### src/rtl/multi_tick_divider.sv
// Purpose: NUM_CH independent programmable dividers, each giving a one-cycle tick and a 50%-duty slow clock.
// Latency: outputs are registered; a tick appears in the cycle after the edge that ends the period.
// Backpressure: load_ready_o stays low while a divisor waits for its channel's period boundary.
module multi_tick_divider #(
   parameter int NUM_CH      = 4,
   parameter int CNT_W       = 27,
   parameter int DEFAULT_DIV = 50_000_000,
   // Derived from NUM_CH; leave at its default.
   parameter int CH_W        = (NUM_CH > 1) ? $clog2(NUM_CH) : 1
) (
   input  logic              clk_i,
   input  logic              rst_i,
   input  logic              en_i,
   input  logic              sync_all_i,
   input  logic              load_valid_i,
   input  logic [CH_W-1:0]   load_ch_i,
   input  logic [CNT_W-1:0]  load_div_i,
   output logic              load_ready_o,
   output logic              load_err_o,
   output logic [NUM_CH-1:0] tick_o,
   output logic [NUM_CH-1:0] slow_clk_o
);

   localparam logic [CNT_W-1:0] DEF_DIV  = CNT_W'(DEFAULT_DIV);
   localparam logic [CNT_W-1:0] ONE      = CNT_W'(1);
   localparam logic [CH_W:0]    NUM_CH_W = (CH_W+1)'(NUM_CH);

   logic [CNT_W-1:0]  cnt_q [NUM_CH];
   logic [CNT_W-1:0]  div_q [NUM_CH];
   logic [NUM_CH-1:0] tick_q;
   logic [NUM_CH-1:0] slow_q;
   logic              pend_vld_q;
   logic [CH_W-1:0]   pend_ch_q;
   logic [CNT_W-1:0]  pend_div_q;
   logic              load_err_q;

   logic              load_take_d;
   logic              load_bad_d;
   logic [NUM_CH-1:0] term_d;

   // Handshake decode and per-channel terminal-count detect.
   always_comb begin
      load_take_d = load_valid_i & ~pend_vld_q;
      load_bad_d  = (load_div_i == '0) | ({1'b0, load_ch_i} >= NUM_CH_W);
      term_d      = '0;
      for (int i = 0; i < NUM_CH; i++) begin
         term_d[i] = (cnt_q[i] == (div_q[i] - ONE));
      end
   end

   // Counters, divisors, outputs and the single pending-load slot; rst beats sync_all beats counting.
   always_ff @(posedge clk_i) begin
      if (rst_i) begin
         for (int i = 0; i < NUM_CH; i++) begin
            cnt_q[i] <= '0;
            div_q[i] <= DEF_DIV;
         end
         tick_q     <= '0;
         slow_q     <= '0;
         pend_vld_q <= 1'b0;
         pend_ch_q  <= '0;
         pend_div_q <= '0;
         load_err_q <= 1'b0;
      end else begin
         load_err_q <= load_take_d & load_bad_d;
         tick_q     <= '0;
         if (sync_all_i) begin
            // Phase-align everything; whatever divisor is waiting (or arriving now) lands immediately.
            slow_q <= '0;
            for (int i = 0; i < NUM_CH; i++) begin
               cnt_q[i] <= '0;
            end
            if (pend_vld_q) begin
               div_q[pend_ch_q] <= pend_div_q;
            end else if (load_take_d & ~load_bad_d) begin
               div_q[load_ch_i] <= load_div_i;
            end
            pend_vld_q <= 1'b0;
         end else begin
            // A load taken on this edge only becomes visible to the terminal check from the next edge.
            if (load_take_d & ~load_bad_d) begin
               pend_vld_q <= 1'b1;
               pend_ch_q  <= load_ch_i;
               pend_div_q <= load_div_i;
            end
            if (en_i) begin
               for (int i = 0; i < NUM_CH; i++) begin
                  if (term_d[i]) begin
                     cnt_q[i]  <= '0;
                     tick_q[i] <= 1'b1;
                     slow_q[i] <= ~slow_q[i];
                     if (pend_vld_q && (pend_ch_q == CH_W'(i))) begin
                        div_q[i]   <= pend_div_q;
                        pend_vld_q <= 1'b0;
                     end
                  end else begin
                     cnt_q[i] <= cnt_q[i] + ONE;
                  end
               end
            end
         end
      end
   end

   assign load_ready_o = ~pend_vld_q;
   assign load_err_o   = load_err_q;
   assign tick_o       = tick_q;
   assign slow_clk_o   = slow_q;

endmodule

### config.mk
export PLATFORM = sky130hd
export DESIGN_NAME = multi_tick_divider
export DESIGN_NICKNAME = d
export VERILOG_FILES = /design/src/rtl/multi_tick_divider.sv
export SDC_FILE = /design/constraint.sdc
export NUM_CORES = 1
export LEC_CHECK = 0
export BUFFER_PORTS_ARGS = -buffer_cell sky130_fd_sc_hd__buf_2
export CAP_MARGIN = 20
export CORE_ASPECT_RATIO = 0.6
export CORE_MARGIN = 2
export CORE_UTILIZATION = 56
export CTS_CLUSTER_DIAMETER = 30
export DETAILED_ROUTE_END_ITERATION = 10
export PLACE_DENSITY_LB_ADDON = 0.12
export SYNTH_ARGS = -nofsm -noshare
export SYNTH_HDL_FRONTEND = slang
export SYNTH_SLANG_ARGS = --single-unit
export TNS_END_PERCENT = 30
### constraint.sdc
create_clock -name clk_i -period 8.8 [get_ports clk_i]
set_clock_uncertainty 0.05 [all_clocks]
set_input_delay 1.76 -clock clk_i [delete_from_list [all_inputs] [get_ports clk_i]]
set_output_delay 1.76 -clock clk_i [all_outputs]
set_load 0.1 [all_outputs]
**After elaboration in Yosys (flattened, before gate mapping)**

Memories as Yosys holds them, arrays and structs flattened.
Cells that the tools add are included.

- Add/sub/neg operators: 8
- Equality and inequality tests: 7
- Mux-type cells: 112
- Bitwise gates (word level): 27
- Reduce and logical (&&, ||, !) cells: 15

Operators with widths:

| kind | number |
|---|---|
| 27-bit two-way mux | 18 |
| 27-bit by 1-bit adder with 27-bit output, second input constant | 4 |
| 27-bit == test | 4 |
| 27-bit by 1-bit subtractor with 27-bit output, second input constant | 4 |
| 1-bit two-way mux | 92 |
| 27-bit OR reduction | 2 |
| 27-bit logical NOT | 1 |
| 1-bit bitwise OR | 16 |
| 2-bit AND reduction | 5 |
| 1-bit inverter | 8 |
| 2-bit == test, second input constant | 2 |
| 1-bit logical AND | 4 |
| 2-bit two-way mux | 2 |
| 1-bit AND | 3 |
| 3-bit OR reduction | 1 |
| 2-bit by 1-bit == test with 1-bit output, second input constant | 1 |
| 2-bit logical NOT | 1 |
| 2-bit OR reduction | 1 |

- Bits in registers: 39
- Bits in writable memories: 216
- Input bits: 34
- Logic and storage cells: 180
- Memories: 2

Memory list:

| memory | depth | width | rd ports | clocked after Yosys merged registers in | write ports | RTL line | source |
|---|---|---|---|---|---|---|---|
| cnt_q | 4 | 27 | 4 | 0 | 4 | 28 | `logic [CNT_W-1:0] cnt_q [NUM_CH];` |
| div_q | 4 | 27 | 4 | 0 | 4 | 29 | `logic [CNT_W-1:0] div_q [NUM_CH];` |

**Depth between registers and ports, before layout**

- Depth after elaboration: 15
- Mapped depth: 14
- Mapped depth without buffers: 11

**Worst setup path after synthesis**

OpenSTA, ideal clock, no wires.

- Path kind: register to register
- From: memory div_q[2][2]
- To: memory div_q[2][0] (enable)
- Setup time: 419 ps
- Arrival: 4031 ps
- Required time: 8331 ps
- Slack: 4300 ps
- Stages on the path, launching flop included: 9
- Buffers on the path: 0
- Period minus slack after synthesis: 4500 ps
- Path through: edfxtp_1 -> nor4_2 -> nand2_1 -> or3_1 -> xor2_1 -> or4_1 -> nor4_1 -> nand3_1 -> o211ai_1

RTL lines:

| item | RTL line |
|---|---|
| from (decl) | 29 |

==> results.md <==
* CTS tree: yes
* Largest family of logic cells by synthesized area: simple AND/OR/NAND/NOR gates
* Share of power burned in registers at 0.440
* Outcome: finished, final reports clean
* Total nets after synthesis at 1640
* Multi-input gate area in the final layout at 8030 um^2
* Fmax at 210 MHz
* Static leakage at 5.55 nW
* Final setup violation count at 0
* RSZ-0062 raised after global routing: false
* Register cell area after layout at between 6000 and 7000 um^2
* HPWL Detailed at 32600 um
* Gr usage total at 0.310
* Clock share of power at 0.489
* Vias in the first global route at about 12000
* Max Used Layer: met4
* RR Startpoint: div_q[0][0]
* Crit-path slowest cell: or4b_2
* DR vias at 13130
* Clk_lat worst skew at roughly 550 ps
* Fillers at ~2300
* Max-slew violations at 0
* Antenna violations before repair at 0
* # diodes at 0
* Initial Util at 0.565
* Reg2reg setup slack at 4040 ps
* Post-synth top area share at 0.367
* Fin crit share at 0.540
* Worst Tran Pin Value at 1040 ps
* Fraction of registers with async set/reset at 0
* Cell Area, Synth at about 15000 um^2
* HP Start: cnt_q[0][12]
* Worst slew margin at 0.299
* Routed length on met3 at around 6000 um
* Critical path class: register to register
* Share of cells above drive strength 1 at 0.0980
* Fin crit period at 4760 ps
* Routability congestion estimate at 0.959
* Clk slew on worst S/H paths at 60 ps
* Vias/cell at ~6.5
* Max clock buf depth at 3
* Slowest stage delay, CP at 770 ps
* Root Driver: clkbuf_16
* Area share of and/or/nand/nor cells after synthesis at 0.239
* Crit-path cells: inv_1, ha_1, or4b_2, nor4_4, nand3_1, or4_1, a32oi_1, nand4_1, or2_2, a21oi_1, or2_2
* Port bufs at 43
* Synth Instances at 1598
* Hold-fix buffers, CTS at 0
* Post-layout util at 0.633
* Wire per inst at 22.5 um
* CTS buffer count at 38
* CP Data Required Time at 8910 ps
* Gr ovfl total at 0
* CTS Sinks at 255
* Bufs and invs on worst path at 1
* Cell Rows at 47
* WP data arrival at 4870 ps
* Largest net degree at the start of global routing at 38
* Die Ht at 133 um
* XOR/XNOR share of the synthesized area at 0.127
* Final Hold Vio Count at 0
* DRC Markers at 0
* EDFF count, synth at ~190
* Comb power frac at 0.071
* Int Pwr at 2.35 mW
* Ys Warns at 0
* H-tree depth at 2
* Hold endpoint: cnt_q[0][12]
* Final hold slack at 455 ps
* Switching part of the total at 0.262
* Worst Hold Class: register to register
* Synth Area per Inst at around 9.7 um^2
* Fin Setup TNS at 0 ps
* Die width at 218 um
* Worst hold stages at 2
* Initial DRC count at approximately 1400
* Post-synth top cells: edfxtp_1, nor2_1, nand2_1, xnor2_1, xor2_1
* Sequential cell area fraction in the yosys report at 0.453
* Metal-1 WL at 20400 um
* Wire length on met2 at 17900 um
* Die ar. at between 20000 and 30000 um^2
* Detailed Route WL at 45400 um
* Reg2Reg Depth at 11
* Synth unique cells at 81
* Post-synthesis mux area share at 0.00737
* Worst setup EP type: register
* Synth Flop Type: edfxtp_1
* Core area at ~27000 um^2
* Drt pass-1 iters at 7
* Synth-to-Final Area Change at 12.0%
* Critical Path Start Type: register
* Post-CTS Setup Bufs at 0
* Synth Area in Compound Gates at 0.140
* Post-synth top area cell: edfxtp_1
* Post-Synth Adder-Cell Area at 0.00648
* Max Fanout on Critical Path at 27
* First-pass GRT wire length at 68900 um
* Most frequent cell after synthesis: edfxtp_1
* Most common cell on crit path: or2_2
* Dominant cells by area after synthesis: edfxtp_1, dfxtp_1, xnor2_1
* PD cells at between 150 and 200 nW/um^2
* Total of max-cap violations at 0
* Delay-heaviest family, CP: simple AND/OR/NAND/NOR gates
* Final nets at around 1700
* Worst r2r dst: div_q[0][25]
* Ports at 44
* Number of synthesized register bits at 255
* Maximum VDD drop at approximately 0.17 mV
* Post-DRT Antenna Nets at 0
* Post_cts resized at 0
* Switching pwr at 833 uW
-- worst max-delay path by stage --
| stage | cells past startpoint | slack [ps] | from | endpoint |
|---|---|---|---|---|
| 3_5_place_dp | 9 | 3850 | div_q[1][2] | div_q[1][0] |
| 5_1_grt | 11 | 3720 | div_q[0][0] | div_q[0][23] |
| 6_report | 11 | 4040 | div_q[0][0] | div_q[0][25] |
| 3_3_place_gp | 9 | 4020 | div_q[1][2] | div_q[1][0] |
| 2_1_floorplan | 8 | 4300 | div_q[2][2] | div_q[2][0] |
| 4_1_cts | 11 | 3790 | div_q[3][0] | div_q[3][1] |
-- per-layer routing --
metal  GRT usage  up-vias
met2       0.411      671
met1       0.467     6313
met4      0.0741        0
li1            -     6042
met5           0        -
met3       0.121      104
-- power groups by stage --
stage	clock network, mW	registers [mW]	logic (mW)
5_1_grt	1.62	1.41	0.244
3_3_place_gp	0	1.42	0.208
3_5_place_dp	0	1.42	0.214
6_report	1.56	1.40	0.226
4_1_cts	1.57	1.40	0.216
2_1_floorplan	0	1.39	0.155
-- logic make-up after synthesis --
logic type      Yosys count
flops                   255
fa+ha+maj                 8
mux                      11
compound gates          282
buf+inv                 103
simple gates            715
xor+xnor                224
-- sequential cells by signal, indices dropped and copies added, names as in the netlist --
register	count
cnt_q	108
div_q	108
load_err_o	1
pend_ch_q	2
pend_div_q	27
pend_vld_q	1
slow_clk_o	4
tick_o	4
-- placed cells by master, fill, tap and decap left out, drive strengths merged, types with 12 or more instances in the layout --
cell type	n
nand2b	12
and3	33
nor2	167
or4	29
or3	22
or2	13
dfxtp	66
o21ai	19
xnor2	117
xor2	107
nor3	53
a21oi	51
edfxtp	189
nor4	49
clkbuf	49
nand2	163
nand3	73
a31oi	19
buf	58
nand4	29
o22a	48
nor2b	13
inv	42
a22o	60
-- cell type report --
type / instances / share of cell area
clock buffer: 48 / 0.0651
sequential: 255 / 0.404
multi-input combinational: 1240 / 0.464
tap: 367 / 0.0265
timing repair buffer: 59 / 0.0224
clock inverter: 22 / 0.0110
inverter: 29 / 0.00629
-- tightest hold or removal path: cells and delay by family, from the launching register on --
| kind | cells | cell delay (ps) |
|---|---|---|
| flip-flops | 1 | 340 |
| AND/OR/NAND/NOR | 1 | 70 |
| AO/OA/AOI/OAI | 1 | 50 |
-- through the flow --
stage / cell area (um^2) / setup WS, ps / cells / total power [mW]
after floorplan: 15500 / 4300 / 1598 / 1.55
after global placement: 15900 / 4020 / 1943 / 1.63
after detailed placement: 15900 / 3850 / 1944 / 1.64
after CTS: 17200 / 3790 / 2014 / 3.19
after global routing: 17300 / 3720 / 2020 / 3.27
final: 17300 / 4040 / 2020 / 3.18
Note: power is estimated with default switching activity, not from simulation.
